--- config.mk ---
export PLATFORM = sky130hd
export DESIGN_NAME = multiply_tokens_flat
export DESIGN_NICKNAME = d
export VERILOG_FILES = /design/src/rtl/multiply_tokens_pkg.sv /design/src/rtl/multiply_tokens_if.sv /design/src/rtl/multiply_tokens_lane.sv /design/src/rtl/multiply_tokens.sv /design/src/flat_wrapper.sv
export SDC_FILE = /design/constraint.sdc
export NUM_CORES = 1
export LEC_CHECK = 0
export BUFFER_PORTS_ARGS = -buffer_cell sky130_fd_sc_hd__clkbuf_2
export CAP_MARGIN = 0
export CORE_MARGIN = 2
export CORE_UTILIZATION = 40
export DETAILED_ROUTE_END_ITERATION = 10
export GPL_ROUTABILITY_DRIVEN = 0
export GPL_TIMING_DRIVEN = 1
export PLACE_DENSITY_LB_ADDON = 0.08
export SLEW_MARGIN = 20
export SYNTH_ARGS = -nofsm -noshare
export SYNTH_HDL_FRONTEND = slang
export SYNTH_SLANG_ARGS = --single-unit
export TNS_END_PERCENT = 100
--- constraint.sdc ---
create_clock -name clk -period 2.6 [get_ports clk]
set_input_delay 0.13 -clock clk [delete_from_list [all_inputs] [get_ports clk]]
set_output_delay 0.13 -clock clk [all_outputs]
set_load 0.02 [all_outputs]
--- src/rtl/multiply_tokens_pkg.sv ---
// Shared types and helpers for the serial token multiplier.
//   PEND_W   width of a per-lane pending counter, sized for DEF_MAX_PENDING
//   pend_t   pending counter type
//   wide_t   counter plus one guard bit so that add/take cannot wrap
//   lane_in_t / lane_out_t   per-lane request/response bundles
//   next_count()  pending + add - take at wide_t width
//   over_limit()  true when a wide count exceeds the legal maximum
package multiply_tokens_pkg;

  localparam int unsigned DEF_MAX_PENDING = 255;
  localparam int unsigned PEND_W          = $clog2(DEF_MAX_PENDING + 1);

  typedef logic [PEND_W-1:0] pend_t;
  typedef logic [PEND_W:0]   wide_t;

  typedef struct packed {
    logic a;
    logic b_ready;
  } lane_in_t;

  typedef struct packed {
    logic b;
    logic ovf;
  } lane_out_t;

  // take is only ever 1 when p != 0, so the subtraction cannot go negative.
  function automatic wide_t next_count(pend_t p, wide_t add, logic take);
    return wide_t'(p) + add - wide_t'(take);
  endfunction

  function automatic logic over_limit(wide_t n, int unsigned max_pending);
    return n > wide_t'(max_pending);
  endfunction

endpackage

--- src/rtl/multiply_tokens_if.sv ---
// Token bus between sources/consumers and the multiplier.
//   factor    shared multiplication factor
//   a         input token per lane
//   b         output token offered per lane
//   b_ready   downstream accept per lane
//   overflow  sticky per-lane error
//   any_ovf   registered OR of overflow
// master = the side driving tokens in (source/consumer harness),
// slave  = the multiplier.
interface multiply_tokens_if #(
  parameter int LANES    = 4,
  parameter int FACTOR_W = 3
) ();

  logic [FACTOR_W-1:0] factor;
  logic [LANES-1:0]    a;
  logic [LANES-1:0]    b;
  logic [LANES-1:0]    b_ready;
  logic [LANES-1:0]    overflow;
  logic                any_ovf;

  modport master (
    output factor, a, b_ready,
    input  b, overflow, any_ovf
  );

  modport slave (
    input  factor, a, b_ready,
    output b, overflow, any_ovf
  );

endinterface

--- src/rtl/multiply_tokens_lane.sv ---
// One token lane: pending counter, registered output token, sticky overflow.
//   clk, rst   clock / synchronous active-high reset
//   factor     tokens added per input token
//   din        {a, b_ready} for this lane
//   dout       {b, ovf} for this lane, both registered
// Once ovf is set the lane ignores all inputs and offers nothing until rst.
module multiply_tokens_lane
  import multiply_tokens_pkg::*;
#(
  parameter int FACTOR_W    = 3,
  parameter int MAX_PENDING = 255
) (
  input  logic                clk,
  input  logic                rst,
  input  logic [FACTOR_W-1:0] factor,
  input  lane_in_t            din,
  output lane_out_t           dout
);

  pend_t pending;
  logic  b_q;
  logic  ovf_q;
  logic  take;
  wide_t add;
  wide_t nxt;

  // b_q mirrors (pending != 0); gating with it keeps an X on b_ready from
  // reaching the counter while nothing is offered.
  always_comb begin
    take = b_q & din.b_ready;
    add  = din.a ? wide_t'(factor) : '0;
    nxt  = next_count(pending, add, take);
  end

  always_ff @(posedge clk) begin
    if (rst) begin
      pending <= '0;
      b_q     <= 1'b0;
      ovf_q   <= 1'b0;
    end else if (!ovf_q) begin
      if (over_limit(nxt, MAX_PENDING)) begin
        ovf_q   <= 1'b1;
        pending <= '0;
        b_q     <= 1'b0;
      end else begin
        pending <= pend_t'(nxt);
        b_q     <= (nxt != '0);
      end
    end
  end

  assign dout.b   = b_q;
  assign dout.ovf = ovf_q;

endmodule

--- src/rtl/multiply_tokens.sv ---
// Multi-lane serial token multiplier. Each '1' on a[i] becomes factor '1's
// on b[i], released under b_ready[i] back-pressure.
//   clk, rst   clock / synchronous active-high reset
//   tok        token bus (slave side): factor, a, b_ready in; b, overflow,
//              any_ovf out
// MAX_PENDING must not exceed multiply_tokens_pkg::DEF_MAX_PENDING, which
// sizes the per-lane counters.
module multiply_tokens
  import multiply_tokens_pkg::*;
#(
  parameter int LANES       = 4,
  parameter int FACTOR_W    = 3,
  parameter int MAX_PENDING = 255
) (
  input  logic               clk,
  input  logic               rst,
  multiply_tokens_if.slave   tok
);

  lane_in_t  [LANES-1:0] din;
  lane_out_t [LANES-1:0] dout;
  logic      [LANES-1:0] ovf;
  logic                  any_q;

  for (genvar i = 0; i < LANES; i++) begin : g_lane
    assign din[i].a       = tok.a[i];
    assign din[i].b_ready = tok.b_ready[i];
    assign tok.b[i]       = dout[i].b;
    assign ovf[i]         = dout[i].ovf;

    multiply_tokens_lane #(
      .FACTOR_W    (FACTOR_W),
      .MAX_PENDING (MAX_PENDING)
    ) u_lane (
      .clk    (clk),
      .rst    (rst),
      .factor (tok.factor),
      .din    (din[i]),
      .dout   (dout[i])
    );
  end

  // Reduced from the already-registered flags, so it trails them by a cycle.
  always_ff @(posedge clk) begin
    if (rst) any_q <= 1'b0;
    else     any_q <= |ovf;
  end

  assign tok.overflow = ovf;
  assign tok.any_ovf  = any_q;

endmodule
--- src/flat_wrapper.sv ---
// flat-port wrapper written by rule: the top's interface ports become plain ports
module multiply_tokens_flat import multiply_tokens_pkg::*;
#(
  parameter int LANES       = 4,
  parameter int FACTOR_W    = 3,
  parameter int MAX_PENDING = 255
)
  (clk, rst, tok_factor, tok_a, tok_b_ready, tok_b, tok_overflow, tok_any_ovf);
  multiply_tokens_if #(.LANES(LANES), .FACTOR_W(FACTOR_W)) tok_i ();
  input  logic clk;
  input  logic rst;
  input wire logic [$bits(tok_i.factor)-1:0] tok_factor;
  input wire logic [$bits(tok_i.a)-1:0] tok_a;
  input wire logic [$bits(tok_i.b_ready)-1:0] tok_b_ready;
  output wire logic [$bits(tok_i.b)-1:0] tok_b;
  output wire logic [$bits(tok_i.overflow)-1:0] tok_overflow;
  output wire logic [$bits(tok_i.any_ovf)-1:0] tok_any_ovf;
  assign tok_i.factor = tok_factor;
  assign tok_i.a = tok_a;
  assign tok_i.b_ready = tok_b_ready;
  assign tok_b = tok_i.b;
  assign tok_overflow = tok_i.overflow;
  assign tok_any_ovf = tok_i.any_ovf;
  multiply_tokens #(.LANES(LANES), .FACTOR_W(FACTOR_W), .MAX_PENDING(MAX_PENDING)) u_core (.clk(clk), .rst(rst), .tok(tok_i));
endmodule
; ---- Word-level counts from Yosys, hierarchy flattened
; Index checks and enable logic that the tools add are counted.
[classes]
n_addsub = 8
order_cmp = 4
muxes = 20
bitwise = 4
reduce_logical = 5
[ops]
columns = operator, n
row1 = $add 8x3->9, 4
row2 = $gt 9x8->1 const B, 4
row3 = $reduce_bool 9->1, 4
row4 = $sub 9x1->9, 4
row5 = $mux 8, 4
row6 = $mux 1, 12
row7 = $mux 3, 4
row8 = $and 1x1->1, 4
row9 = $reduce_or 4->1, 1
[word_totals]
reg_bits = 41
input_bits = 13
output_inout_bits = 9
word_cells = 54

; ---- Logic depth before layout (Yosys ltp)
[depth]
ltp_word = 6
mapped_depth = 12
depth_no_buf = 11

; ---- Modules after synthesis
; A second synthesis with hierarchy kept.
[unflattened]
cells_unflattened = 463
area_unflattened_um2 = 3788.6
[by_module_without_submodules]
columns = module, instances, cells_per_inst, area_each_um2
row1 = multiply_tokens_lane, 4, 115, 939.7
row2 = multiply_tokens, 1, 3, 30.0

; ---- Worst setup path after synthesis
; Ideal clock, no wire load.
[synth_path]
path_type = reg-to-reg
start = reg u_core.g_lane[1].u_lane.b_q
end = reg u_core.g_lane[1].u_lane.pending[4]
arrival_ps = 2516
required_time_ps = 2472
setup_slack_ps = -43
path_stages_with_launch = 12
n_path_buf = 0
period_less_slack_ps = 2643
path_cell_list = dfxtp_1 > and2_1 > ha_1 > inv_1 > ha_1 > fa_1 > a211oi_1 > o21ai_0 > a31oi_1 > mux2_4 > a22oi_1 > nor2_1
[synth_between]
elab_chain_cells = 4
[synth_lines]
columns = item, line
row1 = from (decl), multiply_tokens_lane.sv:21  ; logic b_q;
row2 = from (signal assigned), multiply_tokens_lane.sv:47  ; b_q <= (nxt != '0);
row3 = $and 1x1->1 (*), multiply_tokens_lane.sv:30  ; take = b_q & din.b_ready;
row4 = $sub 9x1->9 (*), multiply_tokens_pkg.sv:28  ; return wide_t'(p) + add - wide_t'(take);
row5 = $gt 9x8->1, multiply_tokens_pkg.sv:32  ; return n > wide_t'(max_pending);
row6 = $mux 8 (*), multiply_tokens_lane.sv:41  ; if (over_limit(nxt, MAX_PENDING)) begin
row7 = to (signal assigned), multiply_tokens_lane.sv:46  ; pending <= pend_t'(nxt);
row8 = to (decl), multiply_tokens_lane.sv:20  ; pend_t pending;
; Every way passes the cells marked *; elsewhere a longest branch is shown, timed or not.
; A chain may end at the register's enable or synchronous reset.

; ---- Final worst setup path
[layout_path]
start = reg u_core.g_lane[0].u_lane.b_q
end = reg u_core.g_lane[0].u_lane.b_q
[layout_between]
elab_chain_cells = 4
[layout_lines]
columns = item, line
row1 = from (decl), multiply_tokens_lane.sv:21
row2 = from (signal assigned), multiply_tokens_lane.sv:47
row3 = $and 1x1->1 (*), multiply_tokens_lane.sv:30
row4 = $sub 9x1->9 (*), multiply_tokens_pkg.sv:28
row5 = $gt 9x8->1 or $reduce_bool 9->1 (tied branches), "multiply_tokens_pkg.sv:32, multiply_tokens_lane.sv:47"
row6 = $mux 1 (*), multiply_tokens_lane.sv:41
; Marked as above.

==> results.txt <==
Status: finished with violations
Failing checks: negative setup slack
Final Max Tran Viols: 0
Remaining antenna violation count: 0
Hold Path Origin: u_core.g_lane[3].u_lane.pending[1]
CP Data Required Time: 2750 ps
WL final: 7.23 mm
Worst VDD drop: 0.000523 V
Final setup margin: -65.5 ps
R2R setup slack: -70 ps
Sw power: 2.24 mW
Crit path depth: 11
Vias: 2807
Clk_lat worst skew: 310 ps
Top delay family on crit path: simple AND/OR/NAND/NOR gates
Clk pwr share: 0.125
Critical path buffers and inverters: 1
Num CTS Buffers: 5
Antenna cells: 0
FP Rows: 32
Pin count of the biggest net entering global routing: 37
CTS tree: done
Crit start category: flip-flop
Most frequent cells after synthesis: inv_1, nor2_1, ha_1
Placement Cell Area: 0.00350 mm²
Crit path kind: reg -> reg
Post-Syn Area per Cell: 8.00 µm²
Post-synthesis net count: 455
Clk root buf: clkbuf_8
RSZ-0062 raised after global routing: yes
Die Wd: 92.8 µm
Clk buf depth: 2
Leakage dissipation: 1.73 nW
Setup_tns: -65.5 ps
Initial Util: 0.410
Most used DFF post-synth: dfxtp_1
Critical path's largest stage delay: 540 ps
Hold WC Path Type: reg -> reg
Reg2Reg Depth: 11
Tmin final: 2670 ps
Nets: 501
Internal: 2.88 mW
Max_slew headroom: 0.491
Max-Cap Viols: 0
Vias per cell: 5.17
Layout Utilization: 0.525
Net Sw Frac: 0.438
Ys async rst share: 0
RR Startpoint: u_core.g_lane[0].u_lane.b_q
Synthesized area: 0.00315 mm²
Boundary pin count: 22
Slowest-stage cell, CP: or4_4
CTS sink cnt: 41
Combinational Power Share: 0.683
Total GRT Usage: 0.163
Drt pass-1 iters: 4
Number of global-route vias before repair: 2545
Area grow syn2layout: 28.1%
Crit-path max FO: 2
Pre-CTS WS: -179 ps
Synth top area share: 0.261
Hold Buf Count CTS: 0
Fin cells: 543
Worst Hold Depth: 1
DR iter-0 viols: 71
Crit path arrival time: 2820 ps
Fin. Hold Viols: 0
F_max: 375 MHz
Avg WL per Cell: 13.3 µm
WHS: 486 ps
Synth area leader: dfxtp_1
Synth Instances: 394
PwrDens: 1270 mW/mm²
Worst-path clk slew: 90 ps
Sequential share of power: 0.192
Hpwl dp: 4.94 mm
Worst Clk Skew: 13.8 ps
Worst r2r dst: u_core.g_lane[0].u_lane.b_q
#FFs+latches synth: 41
GR Overflow Total: 0
Actual slew at the worst max-slew pin: 763 ps
Filler instances: 745
Inst Count DP: 526
Hold EP: u_core.g_lane[3].u_lane.pending[1]
Setup Viol. Count Final: 1
Sequential cell area fraction in the yosys report: 0.261
Yosys Warn Count: 0
Yosys cell types: 46
Final instance area: 0.00404 mm²
Overall power: 5.12 mW
Drc violations: 0
CP Cell Sequence: and2_4, ha_4, inv_2, ha_4, fa_2, a21oi_2, o21bai_1, xor2_1, or4_4, nor4_4, nor3_1
Initial antenna violation count: 0
Area contributors post-synth: dfxtp_1, ha_1, inv_1, nor2_1, a22oi_1
Die Ht: 92.8 µm
First-pass GRT wire length: 11.4 mm
Layout cell share with drive strength beyond 1: 0.297
Final period util: 1.03
Die area: 0.00860 mm²
Number of synthesized flops with an enable pin: 0
Area of the core: 0.00769 mm²
Setup crit end kind: flip-flop
Most used cell, CP: ha_4
Buffers on Ports: 21
H-tree depth: 2
power by group through the flow:
stage	clock, mW	sequential [mW]	combinational, mW
6_report	0.639	0.984	3.50
5_1_grt	0.678	1.01	3.89
4_1_cts	0.651	0.965	3.16
3_5_place_dp	0	0.961	2.90
3_3_place_gp	0	0.963	2.91
2_1_floorplan	0	0.924	2.22
what timing repair did:
item / CTS / global route
setup endpoints to repair: 34 / 38
gates resized for setup: 31 / 39
buffers inserted: 2 / 4
pin swaps: 18 / 34
cloned: 1 / 2
cell families (layout without fill, tap and decap cells):
logic type,after synthesis,count (layout),synth area share
mux,3,6,0.0119
fa+ha+maj,48,48,0.200
xor+xnor,22,22,0.0612
flops,41,41,0.261
buf+inv,74,118,0.0981
compound gates,90,90,0.203
simple gates,116,116,0.165
cells in the final DEF (no fill, tap or decap), types with 9 or more instances in the layout:
cell type	synthesis	routed
inv_2	0	9
ha_4	0	12
a22oi_2	0	12
a21oi_1	13	10
xnor2_1	15	15
inv_1	58	49
ha_1	44	32
nand2_1	20	20
clkbuf_2	0	21
nor2_1	58	58
dfxtp_1	41	35
a22oi_1	23	11
nand3_1	11	11
buf_4	8	31
worst max-delay path by stage:
stage	start	end	slack (ps)
floorplan	u_core.g_lane[2].u_lane.b_q	u_core.g_lane[2].u_lane.b_q	5
global placement	u_core.g_lane[0].u_lane.b_q	u_core.g_lane[0].u_lane.b_q	-160
detailed placement	u_core.g_lane[0].u_lane.b_q	u_core.g_lane[0].u_lane.b_q	-180
CTS	u_core.g_lane[0].u_lane.b_q	u_core.g_lane[0].u_lane.b_q	-50
global route	u_core.g_lane[0].u_lane.b_q	u_core.g_lane[0].u_lane.b_q	-200
finish	u_core.g_lane[0].u_lane.b_q	u_core.g_lane[0].u_lane.b_q	-70
flip-flops by register name (all words and copies together), names as in the netlist:
name and cells:
u_core.g_lane.u_lane.b_q 4, u_core.tok.any_ovf 1, u_core.g_lane.u_lane.pending 32, u_core.g_lane.u_lane.ovf_q 4
per-layer routing:
layer	vias to the layer above	GRT usage	routed length, µm
met5	-	0	0
met4	0	0.0515	92
met3	9	0.0293	261
met2	47	0.255	3240
met1	1295	0.228	3630
li1	1456	-	-
area by class of cell:
cell class,count,area [µm²],area share
clock buffers,5,68.8,0.0170
clock inverters,3,68.8,0.0170
inverters,58,218,0.0539
multi-input cells,282,2390,0.591
flip-flops and latches,41,828,0.205
well taps,102,128,0.0316
repair buffers,52,338,0.0837
Power figures use the tool's default switching activity.
